$ cat src/rtl/pu_conv_scheduler_pkg.sv
// Shared constants for the PU convolution loop sequencer:
// layer-type codes, FSM state encoding and default widths.
package pu_conv_scheduler_pkg;

   localparam int DEF_LAYER_PARAM_WIDTH = 10;
   localparam int DEF_PAD_WIDTH         = 3;
   localparam int DEF_STRIDE_SIZE_W     = 3;
   localparam int DEF_L_TYPE_WIDTH      = 2;

   localparam int L_TYPE_CONV = 0;
   localparam int L_TYPE_IP   = 1;
   localparam int L_TYPE_NORM = 2;
   localparam int L_TYPE_RSVD = 3;

   typedef enum logic [2:0] {
      S_IDLE,
      S_LOAD,
      S_ISSUE,
      S_WAIT_ROW,
      S_WB,
      S_NEXT,
      S_DONE
   } state_t;

endpackage

$ cat src/rtl/pu_row_window.sv
// Combinational row-window geometry for one output row.
// Ports:
//   i_top        signed top kernel row in image coords
//   i_kh/i_ih    kernel / image height (value-1)
//   i_pad        vertical zero padding
//   i_stride     effective stride (never 0)
//   o_pad_top    kernel rows above image, saturated
//   o_pad_bot    kernel rows below image, saturated
//   o_last_row   next window would leave padded image
module pu_row_window
   import pu_conv_scheduler_pkg::*;
#(
   parameter int LAYER_PARAM_WIDTH = DEF_LAYER_PARAM_WIDTH,
   parameter int PAD_WIDTH         = DEF_PAD_WIDTH,
   parameter int STRIDE_SIZE_W     = DEF_STRIDE_SIZE_W
) (
   input  logic signed [LAYER_PARAM_WIDTH+1:0] i_top,
   input  logic [LAYER_PARAM_WIDTH-1:0]        i_kh,
   input  logic [LAYER_PARAM_WIDTH-1:0]        i_ih,
   input  logic [PAD_WIDTH-1:0]                i_pad,
   input  logic [STRIDE_SIZE_W-1:0]            i_stride,
   output logic [PAD_WIDTH-1:0]                o_pad_top,
   output logic [PAD_WIDTH-1:0]                o_pad_bot,
   output logic                                o_last_row
);

   localparam int LW = LAYER_PARAM_WIDTH;
   localparam int AW = LW + 4;

   localparam logic signed [AW-1:0] ZERO = '0;
   localparam logic signed [AW-1:0] ONE  = AW'(1);
   localparam logic signed [AW-1:0] PMAX =
      AW'((1 << PAD_WIDTH) - 1);

   logic signed [AW-1:0] w_top;
   logic signed [AW-1:0] w_k;
   logic signed [AW-1:0] w_h;
   logic signed [AW-1:0] w_pad;
   logic signed [AW-1:0] w_str;
   logic signed [AW-1:0] w_neg;
   logic signed [AW-1:0] w_bot;
   logic signed [AW-1:0] w_nxt_end;
   logic signed [AW-1:0] w_lim;

   assign w_top = {{(AW-LW-2){i_top[LW+1]}}, i_top};
   assign w_k   = $signed({{(AW-LW){1'b0}}, i_kh}) + ONE;
   assign w_h   = $signed({{(AW-LW){1'b0}}, i_ih}) + ONE;
   assign w_pad =
      $signed({{(AW-PAD_WIDTH){1'b0}}, i_pad});
   assign w_str =
      $signed({{(AW-STRIDE_SIZE_W){1'b0}}, i_stride});

   assign w_neg = ZERO - w_top;
   assign w_bot = w_top + w_k - w_h;

   // Window bottom after stepping, compared with the
   // last padded row; the first row is always issued.
   assign w_nxt_end = w_top + w_str + w_k;
   assign w_lim     = w_h + w_pad;

   always_comb begin
      o_pad_top = '0;
      if (w_neg > PMAX)
         o_pad_top = PMAX[PAD_WIDTH-1:0];
      else if (w_neg > ZERO)
         o_pad_top = w_neg[PAD_WIDTH-1:0];
   end

   always_comb begin
      o_pad_bot = '0;
      if (w_bot > PMAX)
         o_pad_bot = PMAX[PAD_WIDTH-1:0];
      else if (w_bot > ZERO)
         o_pad_bot = w_bot[PAD_WIDTH-1:0];
   end

   assign o_last_row = (w_nxt_end > w_lim);

endmodule

$ cat src/rtl/pu_conv_scheduler.sv
// Per-layer loop sequencer: walks oc -> row -> ic and
// issues one row command per step to vectorgen.
// Ports:
//   i_clk, i_reset           clock, async active-low reset
//   i_cfg_*, o_cfg_ready     layer config handshake
//   o_row_*                  row command (valid on row_start)
//   i_row_done               vectorgen finished the row
//   o_wb_req, i_wb_ready     writeback handshake
//   o_layer_done, o_cfg_err  completion pulse, sticky error
module pu_conv_scheduler
   import pu_conv_scheduler_pkg::*;
#(
   parameter int LAYER_PARAM_WIDTH = DEF_LAYER_PARAM_WIDTH,
   parameter int PAD_WIDTH         = DEF_PAD_WIDTH,
   parameter int STRIDE_SIZE_W     = DEF_STRIDE_SIZE_W,
   parameter int L_TYPE_WIDTH      = DEF_L_TYPE_WIDTH
) (
   input  logic                         i_clk,
   input  logic                         i_reset,
   input  logic                         i_cfg_valid,
   output logic                         o_cfg_ready,
   input  logic [L_TYPE_WIDTH-1:0]      i_cfg_l_type,
   input  logic [LAYER_PARAM_WIDTH-1:0] i_cfg_ic,
   input  logic [LAYER_PARAM_WIDTH-1:0] i_cfg_oc,
   input  logic [LAYER_PARAM_WIDTH-1:0] i_cfg_ih,
   input  logic [LAYER_PARAM_WIDTH-1:0] i_cfg_kh,
   input  logic [PAD_WIDTH-1:0]         i_cfg_pad,
   input  logic [STRIDE_SIZE_W-1:0]     i_cfg_stride,
   output logic                         o_row_start,
   output logic [LAYER_PARAM_WIDTH-1:0] o_row_oc,
   output logic [LAYER_PARAM_WIDTH-1:0] o_row_ic,
   output logic [LAYER_PARAM_WIDTH-1:0] o_row_idx,
   output logic [PAD_WIDTH-1:0]         o_row_pad_top,
   output logic [PAD_WIDTH-1:0]         o_row_pad_bot,
   output logic                         o_row_first_ic,
   output logic                         o_row_last_ic,
   input  logic                         i_row_done,
   output logic                         o_wb_req,
   input  logic                         i_wb_ready,
   output logic                         o_layer_done,
   output logic                         o_cfg_err
);

   localparam int LW = LAYER_PARAM_WIDTH;
   localparam int TW = LW + 2;

   localparam logic [L_TYPE_WIDTH-1:0] LT_IP =
      L_TYPE_WIDTH'(L_TYPE_IP);
   localparam logic [L_TYPE_WIDTH-1:0] LT_NORM =
      L_TYPE_WIDTH'(L_TYPE_NORM);
   localparam logic [L_TYPE_WIDTH-1:0] LT_RSVD =
      L_TYPE_WIDTH'(L_TYPE_RSVD);

   state_t r_state;
   state_t w_next;

   logic [L_TYPE_WIDTH-1:0]  r_l_type;
   logic [LW-1:0]            r_ic_cfg;
   logic [LW-1:0]            r_oc_cfg;
   logic [LW-1:0]            r_ih;
   logic [LW-1:0]            r_kh;
   logic [PAD_WIDTH-1:0]     r_pad;
   logic [STRIDE_SIZE_W-1:0] r_stride_raw;

   logic [LW-1:0]            r_ic_max;
   logic [STRIDE_SIZE_W-1:0] r_stride;
   logic [LW-1:0]            r_oc;
   logic [LW-1:0]            r_ic;
   logic [LW-1:0]            r_row;
   // Top kernel row; one guard bit beyond sign so that
   // ih+pad is representable at the largest image size.
   logic signed [TW-1:0]     r_top;
   logic                     r_err;

   logic                 w_is_ip;
   logic                 w_is_norm;
   logic                 w_is_rsvd;
   logic                 w_ic_more;
   logic                 w_oc_last;
   logic                 w_last_row;
   logic                 w_row_wrap;
   logic                 w_active;
   logic [PAD_WIDTH-1:0] w_pad_top;
   logic [PAD_WIDTH-1:0] w_pad_bot;
   logic signed [TW-1:0] w_top_init;
   logic signed [TW-1:0] w_stride_ext;

   assign w_is_ip   = (r_l_type == LT_IP);
   assign w_is_norm = (r_l_type == LT_NORM);
   assign w_is_rsvd = (r_l_type == LT_RSVD);
   assign w_ic_more = (r_ic < r_ic_max);
   assign w_oc_last = (r_oc >= r_oc_cfg);
   // Innerproduct has a single row per oc.
   assign w_row_wrap = w_is_ip | w_last_row;

   assign w_top_init =
      -$signed({{(TW-PAD_WIDTH){1'b0}}, r_pad});
   assign w_stride_ext =
      $signed({{(TW-STRIDE_SIZE_W){1'b0}}, r_stride});

   pu_row_window #(
      .LAYER_PARAM_WIDTH(LW),
      .PAD_WIDTH        (PAD_WIDTH),
      .STRIDE_SIZE_W    (STRIDE_SIZE_W)
   ) u_win (
      .i_top     (r_top),
      .i_kh      (r_kh),
      .i_ih      (r_ih),
      .i_pad     (r_pad),
      .i_stride  (r_stride),
      .o_pad_top (w_pad_top),
      .o_pad_bot (w_pad_bot),
      .o_last_row(w_last_row)
   );

   always_ff @(posedge i_clk or negedge i_reset) begin
      if (!i_reset)
         r_state <= S_IDLE;
      else
         r_state <= w_next;
   end

   always_comb begin
      w_next       = r_state;
      o_cfg_ready  = 1'b0;
      o_row_start  = 1'b0;
      o_wb_req     = 1'b0;
      o_layer_done = 1'b0;
      w_active     = 1'b0;
      unique case (r_state)
         S_IDLE: begin
            o_cfg_ready = 1'b1;
            if (i_cfg_valid)
               w_next = S_LOAD;
         end
         S_LOAD: begin
            w_next = w_is_rsvd ? S_DONE : S_ISSUE;
         end
         S_ISSUE: begin
            o_row_start = 1'b1;
            w_active    = 1'b1;
            w_next      = S_WAIT_ROW;
         end
         S_WAIT_ROW: begin
            w_active = 1'b1;
            if (i_row_done)
               w_next = w_ic_more ? S_ISSUE : S_WB;
         end
         S_WB: begin
            o_wb_req = 1'b1;
            if (i_wb_ready)
               w_next = S_NEXT;
         end
         S_NEXT: begin
            if (w_row_wrap && w_oc_last)
               w_next = S_DONE;
            else
               w_next = S_ISSUE;
         end
         S_DONE: begin
            o_layer_done = 1'b1;
            w_next       = S_IDLE;
         end
         default: w_next = S_IDLE;
      endcase
   end

   always_ff @(posedge i_clk or negedge i_reset) begin
      if (!i_reset) begin
         r_l_type     <= '0;
         r_ic_cfg     <= '0;
         r_oc_cfg     <= '0;
         r_ih         <= '0;
         r_kh         <= '0;
         r_pad        <= '0;
         r_stride_raw <= '0;
         r_ic_max     <= '0;
         r_stride     <= '0;
         r_oc         <= '0;
         r_ic         <= '0;
         r_row        <= '0;
         r_top        <= '0;
         r_err        <= 1'b0;
      end else begin
         case (r_state)
            S_IDLE: begin
               if (i_cfg_valid) begin
                  r_l_type     <= i_cfg_l_type;
                  r_ic_cfg     <= i_cfg_ic;
                  r_oc_cfg     <= i_cfg_oc;
                  r_ih         <= i_cfg_ih;
                  r_kh         <= i_cfg_kh;
                  r_pad        <= i_cfg_pad;
                  r_stride_raw <= i_cfg_stride;
                  r_err        <= 1'b0;
               end
            end
            S_LOAD: begin
               // Norm layers make a single ic pass.
               r_ic_max <= w_is_norm ? '0 : r_ic_cfg;
               r_stride <= (r_stride_raw == '0)
                  ? STRIDE_SIZE_W'(1) : r_stride_raw;
               r_top    <= w_top_init;
               r_oc     <= '0;
               r_ic     <= '0;
               r_row    <= '0;
               if (w_is_rsvd)
                  r_err <= 1'b1;
            end
            S_WAIT_ROW: begin
               if (i_row_done && w_ic_more)
                  r_ic <= r_ic + 1'b1;
            end
            S_NEXT: begin
               r_ic <= '0;
               if (w_row_wrap) begin
                  r_top <= w_top_init;
                  r_row <= '0;
                  if (!w_oc_last)
                     r_oc <= r_oc + 1'b1;
               end else begin
                  r_top <= r_top + w_stride_ext;
                  r_row <= r_row + 1'b1;
               end
            end
            default: ;
         endcase
      end
   end

   // Row fields are only meaningful around a command.
   assign o_row_oc  = w_active ? r_oc  : '0;
   assign o_row_ic  = w_active ? r_ic  : '0;
   assign o_row_idx = w_active ? r_row : '0;
   assign o_row_pad_top =
      (w_active && !w_is_ip) ? w_pad_top : '0;
   assign o_row_pad_bot =
      (w_active && !w_is_ip) ? w_pad_bot : '0;
   assign o_row_first_ic = w_active && (r_ic == '0);
   assign o_row_last_ic  = w_active && (r_ic == r_ic_max);
   assign o_cfg_err = r_err;

endmodule

$ cat config.mk
export PLATFORM = sky130hd
export DESIGN_NAME = pu_conv_scheduler
export DESIGN_NICKNAME = d
export VERILOG_FILES = /design/src/rtl/pu_conv_scheduler_pkg.sv /design/src/rtl/pu_row_window.sv /design/src/rtl/pu_conv_scheduler.sv
export SDC_FILE = /design/constraint.sdc
export NUM_CORES = 1
export LEC_CHECK = 0
export ABC_CLOCK_PERIOD_IN_PS = 5000
export CAP_MARGIN = 20
export CELL_PAD_IN_SITES_DETAIL_PLACEMENT = 1
export CELL_PAD_IN_SITES_GLOBAL_PLACEMENT = 2
export CORE_MARGIN = 4
export CORE_UTILIZATION = 32
export CTS_CLUSTER_SIZE = 24
export DETAILED_ROUTE_END_ITERATION = 16
export PLACE_DENSITY = 0.87
export SYNTH_ARGS = -nofsm -noshare
export SYNTH_HDL_FRONTEND = slang
export SYNTH_SLANG_ARGS = --single-unit
$ cat constraint.sdc
create_clock -name i_clk -period 5 [get_ports i_clk]
set_input_delay 1 -clock i_clk [delete_from_list [all_inputs] [get_ports i_clk]]
set_output_delay 1 -clock i_clk [all_outputs]
set_load 0.02 [all_outputs]
# Yosys cells after proc, flatten, opt, wreduce, memory -nomap -nowiden
# Index checks and enable logic that the tools add are counted.
[word_totals]
out_inout_bits = 43
word_cells = 107
regBits = 107
input_bits = 53
[classes]
bitwise_logic = 1
n_reduce_logical = 19
order_cmp = 7
n_addsub = 13
eq_ne = 17
muxes = 35
[ops]
columns = ["cell", "n"]
rows = [
  ["$mux W10", 8],
  ["$pmux W10 S2", 3],
  ["$mux W3", 13],
  ["$add A10 B1 Y10 const B", 3],
  ["$gt A14 B1 Y1 const B", 2],
  ["$gt A14 B4 Y1 const B", 2],
  ["$pmux W12 S2", 1],
  ["$add A10 B1 Y11 const B", 2],
  ["$pmux W3 S6", 1],
  ["$add A14 B14 Y14", 1],
  ["$add A14 B4 Y14", 1],
  ["$gt A14 B14 Y1", 1],
  ["$ne A2 B2 Y1 const B", 7],
  ["$sub A14 B14 Y14", 1],
  ["$add A12 B12 Y13", 1],
  ["$add A12 B4 Y13", 1],
  ["$sub A1 B12 Y13 const A", 1],
  ["$add A12 B4 Y12", 1],
  ["$mux W12", 1],
  ["$neg A3 Y12", 1],
  ["$eq A10 B10 Y1", 1],
  ["$ge A10 B10 Y1", 1],
  ["$logic_not A10 Y1", 1],
  ["$lt A10 B10 Y1", 1],
  ["15 further kinds", 36],
]

# Logic depth before layout (Yosys ltp)
# Gate-level depths: netlist of run 1.
[depth]
depth_word = 7
ltp_mapped = 24
ltp_nobuf = 23

# Cells and area by module
# A second synthesis of run 1 with hierarchy kept.
[hier_totals]
cells_unflattened = 949
hier_area_um2 = 8421.8
[by_module_without_submodules]
columns = ["module", "cells_each", "seq_area_each_um2", "n_inst", "area_per_inst_um2"]
rows = [
  ["pu_conv_scheduler", 596, 2677.6, 1, 5733.0],
  ["pu_row_window", 353, 0.0, 1, 2688.8],
]

# Least setup slack after synthesis of run 1
# Ideal clock, no wire load.
[synth_path]
path_type = "register -> register"
startpoint = "register r_top[0]"
endpoint = "register r_top[4]"
slack_ps = 51
stages_incl_launch_ff = 23
n_path_buf = 0
required_time_ps = 4921
setup_time_ps = 79
arrival_ps = 4869
path_cell_list = "dfrtp_1 -> ha_1 -> inv_1 -> fa_1 -> inv_1 -> ha_1 -> a211oi_1 -> o21bai_1 -> a21o_1 -> o211ai_1 -> and3b_1 -> o21a_1 -> o21bai_1 -> a21oi_1 -> xor2_1 -> ha_1 -> nand4_1 -> o41ai_1 -> o211ai_1 -> a211o_2 -> a31oi_4 -> mux2_1 -> a2bb2oi_1"
[synth_between]
elab_chain_len = 6
word_cells_on_any_way = 7
cone_classes = "3 x add/sub; 1 x order compare; 2 x mux; 1 x bitwise"
[synth_lines]
columns = ["element", "line", "rtl"]
rows = [
  ["start: declaration", "pu_conv_scheduler.sv:72", "logic signed [TW-1:0] r_top;"],
  ["start signal: assignment", "pu_conv_scheduler.sv:203", "r_top <= w_top_init;"],
  ["start signal: assignment", "pu_conv_scheduler.sv:217", "r_top <= w_top_init;"],
  ["start signal: assignment", "pu_conv_scheduler.sv:222", "r_top <= r_top + w_stride_ext;"],
  ["$add A12 B4 Y13", "pu_row_window.sv:58", "assign w_nxt_end = w_top + w_str + w_k;"],
  ["$add A14 B14 Y14", "pu_row_window.sv:58", ""],
  ["$gt A14 B14 Y1", "pu_row_window.sv:77", "assign o_last_row = (w_nxt_end > w_lim);"],
  ["$or A1 B1 Y1", "pu_conv_scheduler.sv:94", "assign w_row_wrap = w_is_ip | w_last_row;"],
  ["$mux W12 *", "pu_conv_scheduler.sv:216", "if (w_row_wrap) begin"],
  ["$pmux W12 S2 *", "pu_conv_scheduler.sv:185", "case (r_state)"],
]
# Mark *: on every way between the ends. The rest lies on a longest branch, timed or not.
# A chain may end at the register's enable or synchronous reset.

# Worst setup path in the final report of run 1
[layout_path]
startpoint = "register r_kh[0]"
endpoint = "output port o_row_pad_bot[0]"
[layout_between]
elab_chain_len = 7
word_cells_on_any_way = 8
cone_classes = "3 x add/sub; 2 x order compare; 3 x mux"
[layout_lines]
columns = ["element", "line", "rtl"]
rows = [
  ["start: declaration", "pu_conv_scheduler.sv:61", "logic [LW-1:0] r_kh;"],
  ["start signal: assignment", "pu_conv_scheduler.sv:192", "r_kh <= i_cfg_kh;"],
  ["$add A10 B1 Y11 *", "pu_row_window.sv:46", "assign w_k = $signed({{(AW-LW){1'b0}}, i_kh}) + ONE;"],
  ["$add A12 B12 Y13 *", "pu_row_window.sv:54", "assign w_bot = w_top + w_k - w_h;"],
  ["$sub A14 B14 Y14 *", "pu_row_window.sv:54", ""],
  ["$gt A14 B1 Y1", "pu_row_window.sv:73", "else if (w_bot > ZERO)"],
  ["$mux W3", "pu_row_window.sv:73", ""],
  ["$mux W3 *", "pu_row_window.sv:71", "if (w_bot > PMAX)"],
  ["$mux W3 *", "pu_conv_scheduler.sv:238", "(w_active && !w_is_ip) ? w_pad_bot : '0;"],
  ["end: declaration", "pu_conv_scheduler.sv:34", "output logic [PAD_WIDTH-1:0] o_row_pad_bot,"],
]
# Marks and branches as above.

==> metrics.yaml, run 1 <==
placed_design:
  place_area_um2: 10300
  place_congestion: 0.957
  place_hpwl_um: 21500
  pre_cts_ws_ns: -0.390
  io_buffers: 95
layout:
  nets: 1277
  antenna_cells: 0
  drive_gt1_frac: 0.267
  area_growth_pct: 40.1
  stdcell_area_um2: 11500
  final_util: 0.457
sta:
  skew_ns: 0.0114
  finalSetupViolations: 36
  relSlewSlack: 0.360
  fin_crit_ns: 5.24
  fmax_ghz: 0.191
  finalMaxSlewViolations: 0
  worstMarginPinSlew_ns: 0.960
  fin_ws_ns: -0.242
  hold_viol: 0
  fin_crit_sh: 1.05
  rsz0062_at_grt: "yes"
detailed_routing:
  num_vias: 8008
  drtAntennaViolNets: 0
  first_iter_violations: 480
  drt_first_pass_iters: 5
  drc_errors: 0
  viasPerCell: 5.43
  wirelength_um: 30700
  wl_per_cell_um: 20.8
logic_synthesis:
  avgSynthCellArea_um2: 8.95
  synthesis.nets: 1058
  synth_top_area_cell: "dfrtp_1"
  syn_inst: 920
  synth_edf_count: 0
  synth_warnings: 0
  ys_async_sr_fraction: 1.00
  yosys-top-cells-area: "dfrtp_1, ha_1, mux2_2"
  ys_seq_elements: 107
  synth_seq_area_share: 0.325
  synth_cell_types: 77
  synth_flop_cell: "dfrtp_1"
  syn_area_um2: 8230
  synth_top_area_frac: 0.325
setup_path:
  path_class: "flip-flop to primary output"
  endpoint_kind: "primary output"
  crit_arrival_ns: 4.24
  path_max_fanout: 3
  rr_startpoint: "r_top[1]"
  r2r_end: "r_oc[5]"
  start_kind: "flip-flop"
  reg2reg_slack_ns: -0.23
  crit_required_ns: 4.00
  r2r.worst_path.cells: 25
outcome:
  failed_checks: "negative setup slack"
  status: "finished, violations left"
grt:
  gr-usage-all-layers: 0.202
  antenna_found_initial: 1
  grt_max_degree: 72
  grt_pass1_wl_um: 45900
  grt_overflow: 0
  grt_pass1_vias: 8457
floorplan:
  std_cell_rows: 58
  die_w_um: 168
  die-area_um2: 28400
  start_util: 0.326
  coreArea_um2: 25300
  pin_count: 96
  die_y_um: 168
clock_tree:
  postCtsHoldBufs: 0
  cts_max_level: 3
  clock-root-buffer: "clkbuf_16"
  path_clk_slew_ns: 0.09
  clkLatencyLatePin_ns: 0.38
  cts_buffers: 9
  cts_tree: "built"
  clock-sinks: 107
  cts_buffer_depth: 2
hold_path:
  hold_class: "flip-flop to flip-flop"
  hold_depth: 2
  min_from: "r_stride_raw[2]"
  hold_path_end: "r_stride[2]"
job:
  maxCapViolCount: 0
layout make-up:
cell class                      instances  area (µm²)
Clock inverter                          7        93.8
Sequential cell                       107        2680
Clock buffer                            9         225
Fill cell                            2890       13700
Inverter                               65         246
Tap cell                              330         413
Timing Repair Buffer                  240        2170
Multi-Input combinational cell        716        5710
stage by stage:
step | TNS [ns] | hold slack, ns | instances
after floorplan | 0 | 0.445 | 920
after global placement | -2.94 | 0.479 | 1426
after detailed placement | -7.58 | 0.490 | 1426
after CTS | -0.343 | 0.496 | 1461
after global routing | -12.51 | 0.527 | 1474
final | -6.29 | 0.504 | 1474
state kept, by name, summed over array words and instances (netlist names), 2 cells and up:
signal        count
r_top            12
r_ic             10
r_ic_cfg         10
r_ic_max         10
r_ih             10
r_kh             10
r_oc             10
r_oc_cfg         10
r_row            10
r_pad             3
r_state           3
r_stride          3
r_stride_raw      3
r_l_type          2
worst max-delay path, stage by stage (launching register included):
cell and delay, ns:
dfrtp_1 0.43, ha_4 0.19, xor2_2 0.15, ha_1 0.33, buf_4 0.15, buf_4 0.12
buf_4 0.13, a21oi_2 0.18, o21ai_0 0.12, a21oi_1 0.18, xnor2_1 0.10, ha_1 0.19
or3_1 0.39, o31ai_4 0.24, buf_4 0.16, xor2_1 0.14, nand4_1 0.16, nor3_2 0.14
buf_4 0.16, a21oi_2 0.07, buf_6 0.14
cells in the mapped netlist (3+ instances only):
cell type and instances:
dfrtp_1 107, nand2_1 84, ha_1 80, inv_1 64
o21ai_0 56, a21oi_1 52, nand3_1 43, and3_1 39
nor2_1 37, xnor2_1 37, mux2_2 33, xor2_1 32
clkbuf_1 24, nor3_1 23, a21o_1 15, nand4_1 15
or3_1 11, o31ai_1 9, nor2b_1 8, nor4_1 8
a31oi_1 7, mux2i_1 7, o211ai_1 7, o21a_1 7
or4_1 7, o21ai_1 6, or2_2 6, a211oi_1 5
fa_1 5, nand2b_1 5, o21bai_1 5, buf_1 4
o31a_1 4, a21boi_0 3, a221o_1 3, a311oi_1 3
and2_1 3, and4_1 3, buf_4 3, nand3b_1 3
kinds of logic (layout without fill, tap and decap cells):
group / count (synthesis) / in the layout / synth area share
flip-flops: 107 / 107 / 0.325
buffers and inverters: 97 / 321 / 0.0465
adder cells (fa/ha/maj): 86 / 86 / 0.135
other: 1 / 1 / 0.000456
AND/OR/NAND/NOR: 309 / 309 / 0.198
AO/OA/AOI/OAI: 209 / 209 / 0.164
XOR/XNOR: 69 / 69 / 0.0734
multiplexers: 42 / 42 / 0.0568
worst max-delay path by stage:
stage                         from          endpoint  slack (ns)
after floorplan           r_top[0]          r_top[4]        0.05
after global placement     r_kh[0]  o_row_pad_bot[0]       -0.38
after detailed placement   r_kh[0]  o_row_pad_bot[1]       -0.39
after CTS                  r_kh[0]  o_row_pad_bot[1]       -0.13
after global routing       r_kh[0]  o_row_pad_bot[0]       -0.48
final                      r_kh[0]  o_row_pad_bot[0]       -0.24
placed cells by master, fill, tap and decap left out, drive strengths merged, types with 5 or more instances in the layout:
master         Yosys  routed
a211oi             5       5
mux2i              7       7
mux2              35      35
a21oi             53      53
nor2b              8       8
or2                6       6
nand2b             5       5
o21a               7       7
nand3             44      44
nand2             84      84
or4                8       8
o31ai              9       9
dfrtp            107     107
o211ai             7       7
buf                8     148
clkdlybuf4s50      0      91
ha                80      80
nor2              38      38
or3               11      11
inv               64      65
a31oi              9       9
clkinv             1       7
nor3              23      23
clkbuf            24      10
fa                 5       5
nor4               8       8
xnor2             37      37
a21o              15      15
and3              39      39
o21ai             62      62
xor2              32      32
o21bai             5       5
nand4             17      17
metal layers:
metal  vias to the layer above  GRT usage  part of all wire
met5                         -          0                 0
met1                      4014      0.260              0.43
met3                        46     0.0216             0.032
li1                       3756          -                 -
met4                         0     0.0505             0.025
met2                       192      0.361              0.52
what timing repair did:
item                       4_1_cts  5_1_grt
cloned                           0        1
resized for setup               72       96
setup endpoints to repair       36       36
buffers inserted                20       14
pin swaps                       33       54
Power of run 1 is left out: the tool's default activity adds up to more than one toggle a clock period on the data nets, which glitch-free logic cannot reach.
==> inputs of run 2 (changes only) <==
--- a/config.mk
+++ b/config.mk
@@ -7,13 +7,13 @@
 export LEC_CHECK = 0
 export ABC_CLOCK_PERIOD_IN_PS = 5000
 export CAP_MARGIN = 20
-export CELL_PAD_IN_SITES_DETAIL_PLACEMENT = 1
-export CELL_PAD_IN_SITES_GLOBAL_PLACEMENT = 2
+export CELL_PAD_IN_SITES_DETAIL_PLACEMENT = 0
+export CELL_PAD_IN_SITES_GLOBAL_PLACEMENT = 1
 export CORE_MARGIN = 4
-export CORE_UTILIZATION = 32
+export CORE_UTILIZATION = 35
 export CTS_CLUSTER_SIZE = 24
 export DETAILED_ROUTE_END_ITERATION = 16
-export PLACE_DENSITY = 0.87
+export PLACE_DENSITY = 0.79
 export SYNTH_ARGS = -nofsm -noshare
 export SYNTH_HDL_FRONTEND = slang
 export SYNTH_SLANG_ARGS = --single-unit
==> metrics.yaml, run 2 (synthesized netlist as in run 1, its figures left out) <==
sta:
  rsz0062_at_grt: "yes"
  finalMaxSlewViolations: 0
  relSlewSlack: 0.299
  fin_crit_ns: 5.11
  finalSetupViolations: 16
  fin_ws_ns: -0.113
  worstMarginPinSlew_ns: 1.05
  skew_ns: 0.0165
  fin_crit_sh: 1.02
  timing.hold.ws_ns: 0.515
  hold_viol: 0
  fmax_ghz: 0.196
grt:
  grtUsageMet3: 0.0360
  grt_pass1_vias: 7503
  grt_overflow: 0
  grt_max_degree: 49
  top_usage_layer: "met2"
  use_met2: 0.314
  grt_pass1_wl_um: 40400
  gr-usage-all-layers: 0.192
  grt_util_met1: 0.259
  antenna_found_initial: 0
clock_tree:
  cts_buffer_depth: 2
  clock-sinks: 107
  clkLatencyLatePin_ns: 0.38
  cts_buffers: 9
  postCtsHoldBufs: 0
  cts_max_level: 3
  cts_tree: "built"
  clock-root-buffer: "clkbuf_16"
  path_clk_slew_ns: 0.08
layout:
  top_register: "r_top"
  largest_reg_flops: 12
  nets: 1266
  mostFrequentLayoutCells: "buf_4, dfrtp_1, clkdlybuf4s50_1, nand2_1, ha_1"
  area_growth_pct: 37.3
  final_util: 0.493
  drive_gt1_frac: 0.245
  fill_cells: 2158
  final_common_cell: "buf_4"
  antenna_cells: 0
floorplan:
  pin_count: 96
  std_cell_rows: 55
  die-area_um2: 26000
  die_y_um: 161
  start_util: 0.359
  die_w_um: 161
  coreArea_um2: 22900
detailed_routing:
  drc_errors: 0
  viasPerCell: 5.28
  first_iter_violations: 443
  wirelength_um: 25400
  wl_per_cell_um: 17.6
  drtAntennaViolNets: 0
  num_vias: 7639
  drt_first_pass_iters: 5
setup_path:
  rr_startpoint: "r_stride[0]"
  path_max_fanout: 3
  crit_start: "r_kh[0]"
  slowest_stage: "dfrtp_2"
  start_kind: "flip-flop"
  crit_required_ns: 4.00
  endpoint_kind: "primary output"
  crit_arrival_ns: 4.11
  critPathMaxStageDelay_ns: 0.45
  path_class: "flip-flop to primary output"
  cp_cell_sequence: "ha_4 > xor2_2 > ha_1 > nor2b_4 > o21ai_4 > a21boi_4 > o21ai_1 > nand2b_1 > buf_4 > xor2_1 > ha_2 > or2_2 > o31a_1 > o31ai_4 > buf_4 > xor2_1 > nand4_1 > nor3_2 > buf_4 > a21oi_1 > buf_4"
  cp_common_cell: "buf_4"
placed_design:
  place_hpwl_um: 18900
  io_buffers: 95
  pre_cts_ws_ns: -0.434
  place_congestion: 0.889
outcome:
  status: "finished, violations left"
  failed_checks: "negative setup slack"
hold_path:
  hold_class: "flip-flop to flip-flop"
  min_from: "r_ic_cfg[0]"
job:
  maxCapViolCount: 0
[run 2: repair_timing]
action                     4_1_cts  5_1_grt
resized for setup               61       72
hold endpoints to repair         0        0
gates cloned                     2        0
buffers inserted                15       13
pin swaps                       34       36
setup endpoints to repair       36       36
[run 2: per-stage QoR]
step           cells  setup TNS [ns]  area, µm²
2_1_floorplan    920               0       8230
6_report        1446           -1.05      11300
4_1_cts         1434          -0.351      10900
3_5_place_dp    1401           -9.50      10200
5_1_grt         1446           -7.54      11300
3_3_place_gp    1401           -7.43      10200
[run 2: critical path, delay by kind of cell (launching register included)]
kind	cells	cell delay [ns]
AO/OA/AOI/OAI	6	0.63
XOR/XNOR	3	0.42
adder cells (fa/ha/maj)	3	0.79
buffers and inverters	4	0.65
flip-flops	1	0.45
AND/OR/NAND/NOR	5	0.82
[run 2: final timing paths]
| check | end | slack [ns] | depth (start not counted) |
|---|---|---|---|
| max | o_row_pad_bot[1] | -0.11 | 21 |
| min in group asynchronous | r_ic[8] | 0.64 | 1 |
| max reg2reg | r_top[5] | -0.11 | 26 |
| max in group asynchronous | r_kh[2] | 3.32 | 2 |
| min reg2reg | r_ic_max[0] | 0.52 | 2 |
| min | r_ic_max[0] | 0.52 | 2 |
[run 2: layout make-up]
type                            instances  area, µm²  share of cell area
Tap cell                              313        392              0.0346
Sequential cell                       107       2680               0.237
Inverter                               65        244              0.0216
Clock buffer                            9        225              0.0199
Clock inverter                          7        110             0.00974
Timing Repair Buffer                  228       2040               0.181
Multi-Input combinational cell        717       5610               0.496
[run 2: routing by layer]
metal	vias to the layer above	wire length [µm]
met2	181	12200
li1	3753	-
met3	29	1200
met4	0	442
met1	3676	11600
met5	-	0
Power of run 2 is left out for the same reason.
==> inputs of run 3 (changes only) <==
--- a/config.mk
+++ b/config.mk
@@ -11,6 +11,7 @@
 export CELL_PAD_IN_SITES_GLOBAL_PLACEMENT = 1
 export CORE_MARGIN = 4
 export CORE_UTILIZATION = 35
+export CTS_BUF_LIST = sky130_fd_sc_hd__clkbuf_8
 export CTS_CLUSTER_SIZE = 24
 export DETAILED_ROUTE_END_ITERATION = 16
 export PLACE_DENSITY = 0.79
==> metrics.yaml, run 3 (synthesized netlist as in run 1, its figures left out) <==
outcome:
  status: "finished, violations left"
  failed_checks: "negative setup slack"
clock_tree:
  postCtsHoldBufs: 0
  clock-root-buffer: "clkbuf_8"
  clock-sinks: 107
  cts_tree: "built"
  cts_buffer_depth: 2
  path_clk_slew_ns: 0.11
  cts_buffers: 9
  cts_max_level: 3
  clkLatencyLatePin_ns: 0.41
placed_design:
  place_congestion: 0.889
  place_hpwl_um: 18900
  place_inst: 1401
  io_buffers: 95
sta:
  rsz0062_at_grt: "yes"
  skew_ns: 0.0254
  hold_viol: 0
  finalSetupViolations: 15
  fin_crit_sh: 1.03
  fin_crit_ns: 5.16
  fmax_ghz: 0.194
  fin_ws_ns: -0.156
  worstMarginPinSlew_ns: 1.05
  relSlewSlack: 0.298
  finalMaxSlewViolations: 0
detailed_routing:
  viasPerCell: 5.32
  drc_errors: 0
  first_iter_violations: 400
  wirelength_um: 25500
  num_vias: 7685
  drt_first_pass_iters: 6
  wl_per_cell_um: 17.6
  drtAntennaViolNets: 0
setup_path:
  start_kind: "flip-flop"
  cp_common_cell: "buf_4"
  path_delay_family: "buffers and inverters"
  cp_cell_sequence: "buf_4 > ha_1 > inv_1 > fa_2 > nor2b_4 > o21ai_2 > a21boi_2 > o21ai_1 > nand2b_1 > buf_4 > xor2_1 > ha_2 > or2_4 > o31a_1 > o31ai_4 > buf_4 > xor2_1 > nand4_1 > nor3_2 > buf_4 > a21oi_1 > buf_4"
  crit_arrival_ns: 4.16
  critPathMaxStageDelay_ns: 0.42
  slowest_stage: "dfrtp_1"
  crit_buf_inv: 6
  endpoint_kind: "primary output"
  crit_required_ns: 4.00
  path_max_fanout: 5
  path_class: "flip-flop to primary output"
layout:
  final_common_cell: "buf_4"
  antenna_cells: 0
  nets: 1265
  drive_gt1_frac: 0.246
  fill_cells: 2171
  largest_reg_flops: 12
  area_growth_pct: 36.7
  finalNonFillerCells: 1445
  mostFrequentLayoutCells: "buf_4, dfrtp_1, clkdlybuf4s50_1, nand2_1, ha_1"
  top_register: "r_top"
grt:
  antenna_found_initial: 0
  grt_overflow: 0
  gr-usage-all-layers: 0.192
  grt_pass1_wl_um: 40400
  grt_pass1_vias: 7506
  grt_max_degree: 49
floorplan:
  die_y_um: 161
  std_cell_rows: 55
  coreArea_um2: 22900
  die_w_um: 161
  die-area_um2: 26000
  pin_count: 96
  start_util: 0.359
hold_path:
  hold_class: "flip-flop to flip-flop"
job:
  maxCapViolCount: 0
==> run 3: changes by cell type in the layout (fill, tap and decap cells not counted), moves of 2 or more <==
cell,delta
buf_12,+2
ha_4,+2
buf_4,-2
clkbuf_16,-9
a21oi_4,+2
a21oi_1,-2
clkbuf_8,+9
==> run 3: path summary, 6_finish.rpt <==
kind,end,depth (start not counted),start,slack [ns]
worst min register to register,r_ic_max[9],2,r_ic_cfg[9],0.52
worst min-delay path,r_ic_max[9],2,r_ic_cfg[9],0.52
worst max register to register,r_oc[9],25,r_top[0],-0.10
worst max-delay path,o_row_pad_bot[1],22,r_top[0],-0.16
max in group asynchronous,r_kh[2],2,i_reset,3.38
min in group asynchronous,r_ic[8],1,i_reset,0.59
==> run 3: layer usage <==
layer	wire length, µm	up-vias	GRT usage
met5	0	-	0
met4	495	0	0.0492
met3	1250	29	0.0365
met2	12200	204	0.315
met1	11500	3705	0.260
li1	-	3747	-
==> run 3: area by class of cell <==
cell class / instances / area [µm²] / area share
Multi-Input combinational cell: 717 / 5650 / 0.502
Sequential cell: 107 / 2680 / 0.238
Timing Repair Buffer: 227 / 2050 / 0.183
Tap cell: 313 / 392 / 0.0348
Inverter: 65 / 244 / 0.0217
Clock buffer: 9 / 124 / 0.0110
Clock inverter: 7 / 110 / 0.00978
==> run 3: metrics by stage <==
step / hold slack (ns) / util / setup slack [ns] / instance area (µm²) / TNS (ns)
floorplan: 0.445 / - / 0.0514 / 8230 / 0
global placement: 0.484 / 0.447 / -0.309 / 10200 / -7.43
detailed placement: 0.488 / 0.447 / -0.434 / 10200 / -9.50
CTS: 0.526 / 0.474 / -0.182 / 10900 / -0.532
global route: 0.551 / 0.491 / -0.344 / 11300 / -7.77
finish: 0.524 / 0.491 / -0.156 / 11300 / -1.00
==> run 3: what timing repair did <==
item                                   4_1_cts  5_1_grt
setup endpoints to repair                   36       36
endpoints found under the hold margin        0        0
cloned                                       2        0
setup buffers                               14       13
pin swaps                                   35       45
resized for setup                           64       71
==> run 3: tightest hold or removal path, stage by stage (launching register included) <==
cell	delay [ns]
dfrtp_1	0.36
nand3_1	0.06
o21ai_0	0.07
Power of run 3 is left out for the same reason.
